$ cat src/rtl/adc_pkg.sv
// ============================================================================
// Module      : adc_pkg
// Description : Shared widths, default depth and result-entry type for the
//               ADC conversion path (controller, result FIFO, SPI slave).
// Revision    : 1.0 - initial release
// ============================================================================
`default_nettype none

package adc_pkg;

    localparam int c_count_w    = 32;
    localparam int c_seq_w      = 8;
    localparam int c_fifo_depth = 8;

    typedef struct packed {
        logic [c_count_w-1:0] count;
        logic [c_seq_w-1:0]   seq;
    } adc_result_t;

endpackage : adc_pkg

`default_nettype wire

$ cat src/rtl/fifo_mem.sv
// ============================================================================
// Module      : fifo_mem
// Description : Result storage array; one synchronous write port and one
//               asynchronous read port. No reset on the array.
// Revision    : 1.0 - initial release
// ============================================================================
`default_nettype none

module fifo_mem
    import adc_pkg::*;
#(
    parameter int DEPTH = c_fifo_depth,
    parameter int WIDTH = c_count_w + c_seq_w
) (
    input  logic                     clk,
    input  logic                     wr_en,
    input  logic [$clog2(DEPTH)-1:0] wr_addr,
    input  logic [WIDTH-1:0]         wr_data,
    input  logic [$clog2(DEPTH)-1:0] rd_addr,
    output logic [WIDTH-1:0]         rd_data
);

    logic [WIDTH-1:0] r_mem [DEPTH];

    always_ff @(posedge clk) begin
        if (wr_en) begin
            r_mem[wr_addr] <= wr_data;
        end
    end

    assign rd_data = r_mem[rd_addr];

endmodule : fifo_mem

`default_nettype wire

$ cat src/rtl/adc_result_fifo.sv
// ============================================================================
// Module      : adc_result_fifo
// Description : First-word-fall-through FIFO of tagged ADC integration counts
//               with sticky overflow flag and saturating drop counter.
// Revision    : 1.0 - initial release
// ============================================================================
`default_nettype none

module adc_result_fifo
    import adc_pkg::*;
#(
    parameter int DEPTH   = c_fifo_depth,
    parameter int COUNT_W = c_count_w,
    parameter int SEQ_W   = c_seq_w
) (
    input  logic                   clk,
    input  logic                   rst,
    input  logic                   wr_valid,
    input  logic [COUNT_W-1:0]     wr_count,
    input  logic                   rd_pop,
    input  logic                   clr_ovf,
    output logic                   rd_valid,
    output logic [COUNT_W-1:0]     rd_count,
    output logic [SEQ_W-1:0]       rd_seq,
    output logic [$clog2(DEPTH):0] level,
    output logic                   overflow,
    output logic [7:0]             drop_cnt
);

    localparam int c_addr_w  = $clog2(DEPTH);
    localparam int c_level_w = c_addr_w + 1;
    localparam int c_entry_w = COUNT_W + SEQ_W;

    localparam logic [c_level_w-1:0] c_full     = c_level_w'(DEPTH);
    localparam logic [c_level_w-1:0] c_level_1  = c_level_w'(1);
    localparam logic [c_addr_w-1:0]  c_ptr_1    = c_addr_w'(1);
    localparam logic [7:0]           c_drop_max = 8'd255;

    logic [c_addr_w-1:0]  r_wr_ptr;
    logic [c_addr_w-1:0]  r_rd_ptr;
    logic [c_level_w-1:0] r_level;
    logic [SEQ_W-1:0]     r_seq;
    logic                 r_rd_valid;
    logic [COUNT_W-1:0]   r_rd_count;
    logic [SEQ_W-1:0]     r_rd_seq;
    logic                 r_overflow;
    logic [7:0]           r_drop_cnt;

    logic                 w_full;
    logic                 w_empty;
    logic                 w_push;
    logic                 w_pop;
    logic                 w_drop;
    logic [c_addr_w-1:0]  w_rd_ptr_nxt;
    logic [c_level_w-1:0] w_level_nxt;
    logic [c_entry_w-1:0] w_wr_entry;
    logic [c_entry_w-1:0] w_mem_rd;
    logic [c_entry_w-1:0] w_head_nxt;

    assign w_full  = (r_level == c_full);
    assign w_empty = (r_level == '0);

    // A pop on a full FIFO frees the slot the simultaneous write lands in.
    assign w_pop  = rd_pop & ~w_empty;
    assign w_push = wr_valid & (~w_full | rd_pop);
    assign w_drop = wr_valid & w_full & ~rd_pop;

    assign w_wr_entry   = {wr_count, r_seq};
    assign w_rd_ptr_nxt = w_pop ? (r_rd_ptr + c_ptr_1) : r_rd_ptr;

    always_comb begin
        w_level_nxt = r_level;
        case ({w_push, w_pop})
            2'b10:   w_level_nxt = r_level + c_level_1;
            2'b01:   w_level_nxt = r_level - c_level_1;
            default: w_level_nxt = r_level;
        endcase
    end

    fifo_mem #(
        .DEPTH (DEPTH),
        .WIDTH (c_entry_w)
    ) u_fifo_mem (
        .clk     (clk),
        .wr_en   (w_push),
        .wr_addr (r_wr_ptr),
        .wr_data (w_wr_entry),
        .rd_addr (w_rd_ptr_nxt),
        .rd_data (w_mem_rd)
    );

    // The next head is the entry being written this cycle when it lands
    // exactly at the next read address (empty push, or level 1 push+pop).
    assign w_head_nxt = (w_push && (r_wr_ptr == w_rd_ptr_nxt)) ? w_wr_entry : w_mem_rd;

    always_ff @(posedge clk) begin
        if (rst) begin
            r_wr_ptr   <= '0;
            r_rd_ptr   <= '0;
            r_level    <= '0;
            r_seq      <= '0;
            r_rd_valid <= 1'b0;
            r_rd_count <= '0;
            r_rd_seq   <= '0;
            r_overflow <= 1'b0;
            r_drop_cnt <= '0;
        end else begin
            if (w_push) begin
                r_wr_ptr <= r_wr_ptr + c_ptr_1;
            end
            r_rd_ptr <= w_rd_ptr_nxt;
            r_level  <= w_level_nxt;
            if (wr_valid) begin
                r_seq <= r_seq + 1'b1;
            end

            r_rd_valid <= (w_level_nxt != '0);
            if (w_level_nxt != '0) begin
                {r_rd_count, r_rd_seq} <= w_head_nxt;
            end

            if (w_drop) begin
                r_overflow <= 1'b1;
                if (clr_ovf) begin
                    r_drop_cnt <= 8'd1;
                end else if (r_drop_cnt != c_drop_max) begin
                    r_drop_cnt <= r_drop_cnt + 8'd1;
                end
            end else if (clr_ovf) begin
                r_overflow <= 1'b0;
                r_drop_cnt <= '0;
            end
        end
    end

    assign rd_valid = r_rd_valid;
    assign rd_count = r_rd_count;
    assign rd_seq   = r_rd_seq;
    assign level    = r_level;
    assign overflow = r_overflow;
    assign drop_cnt = r_drop_cnt;

endmodule : adc_result_fifo

`default_nettype wire
$ cat config.mk
export PLATFORM = sky130hd
export DESIGN_NAME = adc_result_fifo
export DESIGN_NICKNAME = d
export VERILOG_FILES = /design/src/rtl/adc_pkg.sv /design/src/rtl/fifo_mem.sv /design/src/rtl/adc_result_fifo.sv
export SDC_FILE = /design/constraint.sdc
export NUM_CORES = 1
export LEC_CHECK = 0
export ABC_CLOCK_PERIOD_IN_PS = 6900
export CELL_PAD_IN_SITES_DETAIL_PLACEMENT = 1
export CELL_PAD_IN_SITES_GLOBAL_PLACEMENT = 2
export CORE_ASPECT_RATIO = 1.4
export CORE_MARGIN = 5
export CORE_UTILIZATION = 44
export CTS_CLUSTER_SIZE = 25
export DETAILED_ROUTE_END_ITERATION = 6
export DONT_BUFFER_PORTS = 1
export GPL_ROUTABILITY_DRIVEN = 1
export GPL_TIMING_DRIVEN = 0
export PLACE_DENSITY_LB_ADDON = 0.1
export SLEW_MARGIN = 20
export SYNTH_ARGS = -nofsm -noshare
export SYNTH_HDL_FRONTEND = slang
export SYNTH_SLANG_ARGS = --single-unit
$ cat constraint.sdc
create_clock -name clk -period 6.9 [get_ports clk]
set_input_delay 0.345 -clock clk [delete_from_list [all_inputs] [get_ports clk]]
set_output_delay 0.345 -clock clk [all_outputs]
set_load 0.005 [all_outputs]
==> results of run 1 <==
## flip-flops by register name, indices dropped and copies added, names as in the netlist
register	flops
r_wr_ptr	3
u_fifo_mem.r_mem	320
drop_cnt	8
rd_seq	8
level	4
overflow	1
rd_count	32
r_rd_ptr	3
r_seq	8
rd_valid	1
## cell families (layout without fill, tap and decap cells)
group | after synthesis | after routing | synth area share [%]
buffers and inverters | 125 | 270 | 3.550
muxes | 10 | 10 | 0.9660
and+or+nand+nor | 638 | 638 | 18.43
xor gates and xnor gates | 21 | 21 | 1.272
AOI/OAI and AO/OA | 72 | 72 | 4.645
DFF | 388 | 388 | 70.58
adders and majority gates | 7 | 7 | 0.5634
## cells in the mapped netlist, types with 3 or more instances
library cell and number:
a21oi_1 8, ha_1 7, mux2i_1 6, nor3_1 12, nand3_1 193, o221ai_1 18
and3_1 3, xnor2_1 4, nand3b_1 3, o21ai_0 5, dfxtp_1 68, and2_1 3
nand2b_1 7, buf_2 28, o221ai_2 20, or2_2 3, clkbuf_1 47, edfxtp_1 320
nand2_1 324, nor2_1 31, inv_1 42, nand4_1 45, nor4_1 4, mux4_2 4
or3_1 4, xor2_1 16
## worst max-delay path by stage
stage,start,endpoint,slack (ps)
floorplan,level[2],u_fifo_mem.r_mem[0][0],1680
global placement,level[2],u_fifo_mem.r_mem[0][23],-2630
detailed placement,level[0],rd_count[0],2100
CTS,level[0],rd_seq[2],2070
global route,level[0],rd_seq[5],1770
finish,level[0],rd_seq[2],2110
## metrics by stage
stage               setup WS [ps]  utilization [%]  hold WS [ps]  total power [W]  TNS [ps]
finish                       2107            52.04         52.26         0.007517         0
floorplan                    1678                -         440.6         0.004494         0
detailed placement           2096            47.48         444.3         0.005494         0
global placement            -2629            46.09         443.0         0.005405   -169530
CTS                          2067            52.04         41.31         0.007624         0
global route                 1766            52.04         56.78         0.007942         0
## layout make-up
cell class | instances | area share (%)
clock inverters | 18 | 0.7082
inverters | 43 | 0.8870
multi-input cells | 748 | 22.45
plain buffers | 82 | 2.145
clock buffers | 54 | 6.237
well taps | 456 | 3.136
repair buffers | 73 | 4.146
flip-flops and latches | 388 | 60.29
## metal layers
layer / global-route usage (%) / vias to the layer above
met5: 0 / -
met3: 3.229 / 61
met4: 5.506 / 0
met2: 41.06 / 181
li1: - / 4789
met1: 28.19 / 5259
## power by group through the flow
stage	sequential [W]	combinational, W	clock, W
after CTS	0.00284	0.00266	0.00213
after detailed placement	0.00289	0.00261	0
after floorplan	0.00286	0.00164	0
after global routing	0.00285	0.00286	0.00223
final	0.00283	0.00259	0.00209
after global placement	0.00290	0.00251	0
==> results_dict.tcl, run 1 <==
set metrics [dict create \
    status "complete, no violations" \
    clk_path_buf_depth 3 \
    num_rows 81 \
    postCtsSetupRepairBufs 0 \
    netlist_area_sq_mm 0.01554 \
    holdBufCountCts 33 \
    critPathCaptureType "flip-flop" \
    rrSetupSlack_ps 2110 \
    async_flop_share_pct 0 \
    numCtsBuffers 39 \
    gp_congestion 0.7225 \
    min_path_type "in -> reg" \
    place_area_sq_mm 0.01660 \
    start_util_pct 44.46 \
    powerDensity_mw_per_mm2 413.1 \
    ys.flop_type "edfxtp_1" \
    dieArea_sq_mm 0.03924 \
    yosysSeqAreaShare_pct 70.58 \
    crit_path_max_incr_delay_ps 770 \
    fp.dieW_um 168.9 \
    clkTransAtPathRegs_ps 70 \
    clkPwrFrac_pct 27.8 \
    timing.rr.end "rd_seq[2]" \
    fmaxAchievable_mhz 208.6 \
    h-tree-depth 2 \
    r2r-start "level[0]" \
    slew_headroom_pct 37.46 \
    holdPathEnd "rd_count[11]" \
    top_layer_used "met4" \
    wl_um 44430 \
    dp_cells 1757 \
    stdcell_area_sq_mm 0.01820 \
    switchingPower_w 0.002837 \
    pin_count 91 \
    switching_share_pct 37.74 \
    worst_pin_slew_ps 938.1 \
    rsz0062_at_grt "false" \
    via_count 10290 \
    yosysUniqueCellTypes 54 \
    vdd.ir_drop.worst_mv 0.2544 \
    synthesis.nets 1305 \
    cp-start-kind "flip-flop" \
    cp_slowest_cell "clkbuf_1" \
    avgSynthCellArea_sq_um 12.33 \
    cp.arrival_ps 5180 \
    path_cells "buf_2 -> or4b_1 -> o21ai_2 -> ha_1 -> xor2_1 -> ha_1 -> a21oi_1 -> mux2i_1 -> xor2_1 -> nand4_1 -> or2_2 -> clkbuf_1 -> clkbuf_1 -> o221ai_2" \
    layout.cells.most_common "nand2_1" \
    crit_buf_inv 3 \
    min_period_ps 4793 \
    gr-usage-all-layers_pct 22.53 \
    synthCells 1261 \
    setup-violations-final 0 \
    grt_start_max_net_pins 22 \
    detail_route.wl_per_cell_um 23.86 \
    die_h_um 232.4 \
    crit_type "reg -> reg" \
    layoutNonFillerInstCount 1862 \
    synth-edff-count 320 \
    crit_family "buffers and inverters" \
    ant_nets 0 \
    drive_above_1_share_pct 12.59 \
    antenna_found_initial 0 \
    final.setup_skew_ps 21.81 \
    p_seq_share_pct 37.7 \
    met2_wirelength_um 23310 \
    yosys_register_bits 388 \
    core_sq_mm 0.03496 \
    cp.depth 14 \
    post-synth-top-area-cell "edfxtp_1" \
    nNetsFinal 1419 \
    synth_top_area_share_pct 61.82 \
    multi_input_area_sq_mm 0.004085 \
    clk_latency_ps 550 \
    ys_top_cells_by_area "edfxtp_1, dfxtp_1, nand2_1" \
    hpwl_um 29750 \
    cts_resized 0 \
    route.met3.wl_um 1705 \
    cts.sinks 388 \
    cts_tree "yes" \
    first_iter_violations 700 \
    cts_root_buf "clkbuf_16" \
    register_area_sq_mm 0.01097 \
    wl_met1_um 18450 \
    worstRegToRegCells 14 \
    worstPathRequired_ps 7290 \
    grt_pass1_wl_um 67190 \
    min_path_cells 2 \
    internal_power_w 0.004680 \
    hold_violations 0 \
    most-common-layout-cells "nand2_1, edfxtp_1, nand3_1, dfxtp_1, clkbuf_1" \
    viasPerCell 5.526 \
    area_delta_synth_final_pct 17.07 \
    p_leak_nw 6.279 \
    n_antenna_cell 0 \
    io_buffers 0 \
    max_cap_violations 0 \
    drc_errors 0 \
    grt.overflow.total 0 \
    firstDrtPassIters 5 \
    yosys_warnings 0 \
    comb_power_share_pct 34.5 \
    holdCritStartpoint "rst" \
    fillers 3632 \
    finalCritPeriodShare_pct 69.47 \
    critical_path.max_fanout 10 \
    grt_pass1_vias 11065 \
    slew_violations 0 \
]
Power figures use the tool's default switching activity.
==> inputs of run 2 (changes only) <==
--- a/config.mk
+++ b/config.mk
@@ -5,7 +5,7 @@
 export SDC_FILE = /design/constraint.sdc
 export NUM_CORES = 1
 export LEC_CHECK = 0
-export ABC_CLOCK_PERIOD_IN_PS = 6900
+export ABC_CLOCK_PERIOD_IN_PS = 5000
 export CELL_PAD_IN_SITES_DETAIL_PLACEMENT = 1
 export CELL_PAD_IN_SITES_GLOBAL_PLACEMENT = 2
 export CORE_ASPECT_RATIO = 1.4
==> constraint.sdc (replaced) <==
create_clock -name clk -period 5 [get_ports clk]
set_input_delay 0.25 -clock clk [delete_from_list [all_inputs] [get_ports clk]]
set_output_delay 0.25 -clock clk [all_outputs]
set_load 0.005 [all_outputs]
==> results_dict.tcl, run 2 (same netlist as run 1, synthesis figures left out) <==
set metrics [dict create \
    gr-usage-all-layers_pct 22.94 \
    drc_errors 0 \
    worst_pin_slew_ps 877.3 \
    grt_pass1_wl_um 68260 \
    setup-violations-final 0 \
    hold_violations 0 \
    area_delta_synth_final_pct 17.14 \
    min_path_type "in -> reg" \
    cts_tree "yes" \
    max_cap_violations 0 \
    grt_pass1_vias 11019 \
    vdd.ir_drop.worst_mv 0.3345 \
    finalCritPeriodShare_pct 90.39 \
    fmaxAchievable_mhz 221.3 \
    path_cells "buf_2 -> o41ai_4 -> inv_2 -> buf_2 -> ha_1 -> xor2_1 -> ha_1 -> a21oi_1 -> mux2i_1 -> xor2_1 -> nand4_1 -> or2_2 -> clkbuf_1 -> clkbuf_2 -> o221ai_2" \
    layout.cells.most_common "nand2_1" \
    cts.sinks 388 \
    n_antenna_cell 0 \
    min_period_ps 4519 \
    hpwl_um 29660 \
    wl_um 44720 \
    h-tree-depth 2 \
    pin_count 91 \
    hold_ws_ps 50.30 \
    die_h_um 232.4 \
    grt_start_max_net_pins 20 \
    via_count 10367 \
    cp-start-kind "flip-flop" \
    crit_path_max_incr_delay_ps 720 \
    clkTransAtPathRegs_ps 60 \
    rsz0062_at_grt "false" \
    crit_buf_inv 5 \
    slew_violations 0 \
    status "complete, no violations" \
    clk_latency_ps 540 \
    crit_family "buffers and inverters" \
    grt.overflow.total 0 \
    io_buffers 0 \
    dieArea_sq_mm 0.03924 \
    firstDrtPassIters 5 \
    nNetsFinal 1415 \
    start_util_pct 44.46 \
    final.setup_skew_ps 14.14 \
    critPathCaptureType "flip-flop" \
    gp_congestion 0.7500 \
    critical_path.max_fanout 11 \
    fin_util_pct 52.07 \
    setup_ws_ps 480.5 \
    crit_type "reg -> reg" \
    p_leak_nw 6.281 \
    cp_slowest_cell "o41ai_4" \
    viasPerCell 5.577 \
    antenna_found_initial 0 \
    cts_root_buf "clkbuf_16" \
    num_rows 81 \
    pre_cts_ws_ps 108.6 \
    ant_nets 0 \
    most-common-layout-cells "nand2_1, edfxtp_1, nand3_1, dfxtp_1, clkbuf_1" \
    core_sq_mm 0.03496 \
    cp.arrival_ps 4980 \
    numCtsBuffers 40 \
    postCtsSetupRepairBufs 0 \
    largest_reg_flops 320 \
    clk_path_buf_depth 3 \
    slew_headroom_pct 41.51 \
    fp.dieW_um 168.9 \
    detail_route.wl_per_cell_um 24.05 \
    largest_register "u_fifo_mem.r_mem" \
    worstPathRequired_ps 5460 \
    powerDensity_mw_per_mm2 576.3 \
    drive_above_1_share_pct 12.33 \
    finalPower_w 0.01049 \
    first_iter_violations 697 \
]
run 2: cell types whose count changed in the layout (fill, tap and decap cells not counted), sizes merged:
cell / change
inv: +1
clkbuf: +4
clkinv: -3
clkinvlp: -2
bufinv: +2
buf: -6
dlygate4sd3: +1
run 2: repair_timing:
action / CTS / global route
endpoints found under the setup margin: 0 / 10
hold endpoints to repair: 290 / 0
hold buffers: 34 / 0
resized for setup: 0 / 4
run 2: final cells by class:
class	count	area [sq um]
fillers	3573	16760
flip-flops and latches	388	10970
well taps	456	570.5
plain buffers	82	391.6
clock inverters	16	165.2
repair buffers	68	706.9
clock buffers	58	1140
multi-input cells	748	4101
inverters	43	161.4
run 2: where the power goes:
group | total, W | internal, W | leakage, nW | switching [W]
registers | 0.00391 | 0.00377 | 3.45 | 0.000144
clock network | 0.00299 | 0.00175 | 0.648 | 0.00124
logic | 0.00359 | 0.00105 | 2.18 | 0.00255
run 2: worst paths after layout:
kind	from	endpoint	slack, ps	cells past startpoint
max	level[0]	rd_seq[1]	480	15
min	rd_pop	r_rd_ptr[1]	50	3
max reg2reg	level[0]	rd_seq[1]	480	15
min reg2reg	overflow	overflow	510	2
run 2: metal layers:
metal | global-route usage [%] | up-vias | part of all wire [%]
li1 | - | 4788 | -
met1 | 28.84 | 5284 | 41
met2 | 41.05 | 226 | 52
met3 | 3.688 | 69 | 4.6
met4 | 6.217 | 0 | 2.3
met5 | 0 | - | 0
run 2: tightest hold or removal path, cell delays in order:
cell     delay, ps
o41ai_4        110
nand2_1         80
a21oi_1        110
run 2: metrics by stage:
step	setup TNS [ps]	instances	cell area [sq um]
after floorplan	0	1261	15550
after global placement	-470700	1717	16120
after detailed placement	0	1751	16550
after CTS	0	1859	18200
after global routing	0	1859	18210
final	0	1859	18210
==> inputs of run 3 (changes only) <==
--- a/config.mk
+++ b/config.mk
@@ -5,12 +5,13 @@
 export SDC_FILE = /design/constraint.sdc
 export NUM_CORES = 1
 export LEC_CHECK = 0
+export ABC_AREA = 1
 export ABC_CLOCK_PERIOD_IN_PS = 5000
 export CELL_PAD_IN_SITES_DETAIL_PLACEMENT = 1
 export CELL_PAD_IN_SITES_GLOBAL_PLACEMENT = 2
 export CORE_ASPECT_RATIO = 1.4
 export CORE_MARGIN = 5
-export CORE_UTILIZATION = 44
+export CORE_UTILIZATION = 40
 export CTS_CLUSTER_SIZE = 25
 export DETAILED_ROUTE_END_ITERATION = 6
 export DONT_BUFFER_PORTS = 1
==> results_dict.tcl, run 3 <==
set metrics [dict create \
    min_period_ps 4075 \
    pin_count 91 \
    synthCells 1868 \
    synth_top_area_share_pct 55.48 \
    cp-start-kind "flip-flop" \
    worst_pin_slew_ps 1032 \
    pre_cts_ws_ps 892.0 \
    via_count 12880 \
    clk_latency_ps 540 \
    yosys_register_bits 388 \
    r2r-start "level[1]" \
    h-tree-depth 2 \
    numCtsBuffers 40 \
    setup-violations-final 0 \
    rsz0062_at_grt "false" \
    fmaxAchievable_mhz 245.4 \
    postCtsSetupRepairBufs 0 \
    async_flop_share_pct 0 \
    cts_tree "yes" \
    critical_path.max_fanout 10 \
    first_iter_violations 606 \
    ys_top_cells_by_area "edfxtp_1, nand2_1, dfxtp_1" \
    grt_pass1_vias 13772 \
    largest_register "u_fifo_mem.r_mem" \
    finalPower_w 0.01217 \
    crit_path_max_incr_delay_ps 440 \
    fin_util_pct 46.95 \
    cts_root_buf "clkbuf_16" \
    drive_above_1_share_pct 8.179 \
    final.setup_skew_ps 14.33 \
    clk_path_buf_depth 3 \
    yosysUniqueCellTypes 32 \
    largest_reg_flops 320 \
    hpwl_um 36280 \
    nNetsFinal 2007 \
    synthTopCellsByCount "nand2_1, inv_1, edfxtp_1" \
    grt.overflow.total 0 \
    finalCritPeriodShare_pct 81.51 \
    fillers 4848 \
    antenna_found_initial 1 \
    setup_ws_ps 924.5 \
    holdCritStartpoint "wr_count[29]" \
    stdcell_area_sq_mm 0.02019 \
    synth.most_common_cell "nand2_1" \
    synth-edff-count 320 \
    max_cap_violations 0 \
    grt_start_max_net_pins 20 \
    slew_headroom_pct 31.19 \
    firstDrtPassIters 4 \
    use_met2_pct 41.72 \
    num_rows 90 \
    drc_errors 0 \
    ys.flop_type "edfxtp_1" \
    vdd.ir_drop.worst_mv 0.3341 \
    p_leak_nw 8.876 \
    layout.cells.most_common "nand2_1" \
    grt_pass1_wl_um 82040 \
    die_h_um 256.2 \
    cp.arrival_ps 4500 \
    gr-usage-all-layers_pct 22.74 \
    crit_type "reg -> reg" \
    status "complete, no violations" \
    most-common-layout-cells "nand2_1, inv_1, edfxtp_1, nand3_1, nor2_1" \
    path_cells "nor2_2 -> nand3_1 -> nor2_1 -> nor2_1 -> inv_1 -> ha_1 -> nand2_1 -> inv_1 -> nor2_2 -> ha_1 -> a21oi_1 -> nand3_1 -> nand3_1 -> nand2_1 -> nor2_1 -> nand3_2 -> clkbuf_1 -> o21ai_0 -> nor2_1" \
    top_usage_layer "met2" \
    cp-startpoint "level[1]" \
    viasPerCell 5.059 \
    worstPathRequired_ps 5430 \
    use_met1_pct 27.18 \
    netlist_area_sq_mm 0.01732 \
    dieArea_sq_mm 0.04762 \
    yosys_warnings 0 \
    hold_violations 0 \
    ant_nets 0 \
    clkTransAtPathRegs_ps 60 \
    wl_um 54190 \
    fp.dieW_um 185.9 \
    yosysSeqAreaShare_pct 63.33 \
    post-synth-top-area-cell "edfxtp_1" \
    min_path_type "in -> reg" \
    gp_congestion 0.7870 \
    cts.sinks 388 \
    area_delta_synth_final_pct 16.58 \
    detail_route.wl_per_cell_um 21.29 \
    core_sq_mm 0.04302 \
    io_buffers 0 \
    start_util_pct 40.27 \
    grt_use_met3_pct 3.658 \
    synthesis.nets 1912 \
    powerDensity_mw_per_mm2 602.7 \
    place_area_sq_mm 0.01850 \
    cp_slowest_cell "clkbuf_1" \
    critPathCaptureType "flip-flop" \
    slew_violations 0 \
    avgSynthCellArea_sq_um 9.273 \
    cp_common_cell "nor2_1" \
]
==> run 3: cell types whose count changed after synthesis, sizes merged, moves of 5 or more <==
cell and delta:
inv +303, o221ai -38, nand2b -7, xor2 -14
buf +31, nor2 +168, clkbuf -20, nand3 +67
nand2 +129, mux2i -5, o21ai +44, nor3 -6
==> run 3: final timing paths <==
path,end,slack (ps),depth (start not counted)
setup / recovery,rd_count[12],920,19
setup reg to reg,rd_count[12],920,19
hold / removal,rd_count[29],10,4
hold reg to reg,rd_count[28],510,2
==> run 3: per-stage QoR <==
| step | setup TNS, ps | hold WS [ps] | instances |
|---|---|---|---|
| CTS | 0 | 1.638 | 2545 |
| global placement | -176360 | 349.4 | 2420 |
| floorplan | 0 | 348.9 | 1868 |
| finish | 0 | 14.48 | 2546 |
| detailed placement | 0 | 349.4 | 2437 |
| global route | 0 | 33.80 | 2546 |
==> run 3: worst max-delay path, delay by kind of cell, from the launching register on <==
family / cells / cell delay, ps
simple gates: 12 / 1900
flops: 1 / 380
compound gates: 2 / 430
fa+ha+maj: 2 / 450
buf+inv: 3 / 780
==> run 3: layout make-up <==
cell class | count | area, sq um | area share [%]
multi-input cells | 1041 | 4648 | 23.02
repair buffers | 53 | 783.3 | 3.879
plain buffers | 93 | 464.2 | 2.299
diodes | 1 | 2.502 | 0.01239
clock inverters | 19 | 171.4 | 0.8488
well taps | 552 | 690.7 | 3.420
flip-flops and latches | 388 | 10970 | 54.32
inverters | 346 | 1299 | 6.431
clock buffers | 53 | 1165 | 5.768
==> run 3: timing repair <==
item / 4_1_cts / 5_1_grt
endpoints found under the hold margin: 289 / 0
hold buffers: 36 / 0
gates resized for setup: 0 / 0
==> run 3: logic make-up (layout without fill, tap and decap cells) <==
group	after synthesis	in the layout	synth area share [%]
other cells	0	1	0
flops	388	388	63.33
mux	1	1	0.05779
compound gates	64	64	1.900
simple gates	966	966	23.87
buf+inv	439	564	10.18
xor+xnor	3	3	0.1517
fa+ha+maj	7	7	0.5056
==> run 3: routing by layer <==
metal	part of all wire, %	up-vias
met4	2.7	0
met3	3.9	78
met1	41	6402
met5	0	-
met2	52	228
li1	-	6172
==> run 3: where the power goes <==
| group | internal [W] | switching (W) |
|---|---|---|
| registers | 0.00376 | 0.000150 |
| logic | 0.00146 | 0.00374 |
| clock network | 0.00179 | 0.00126 |
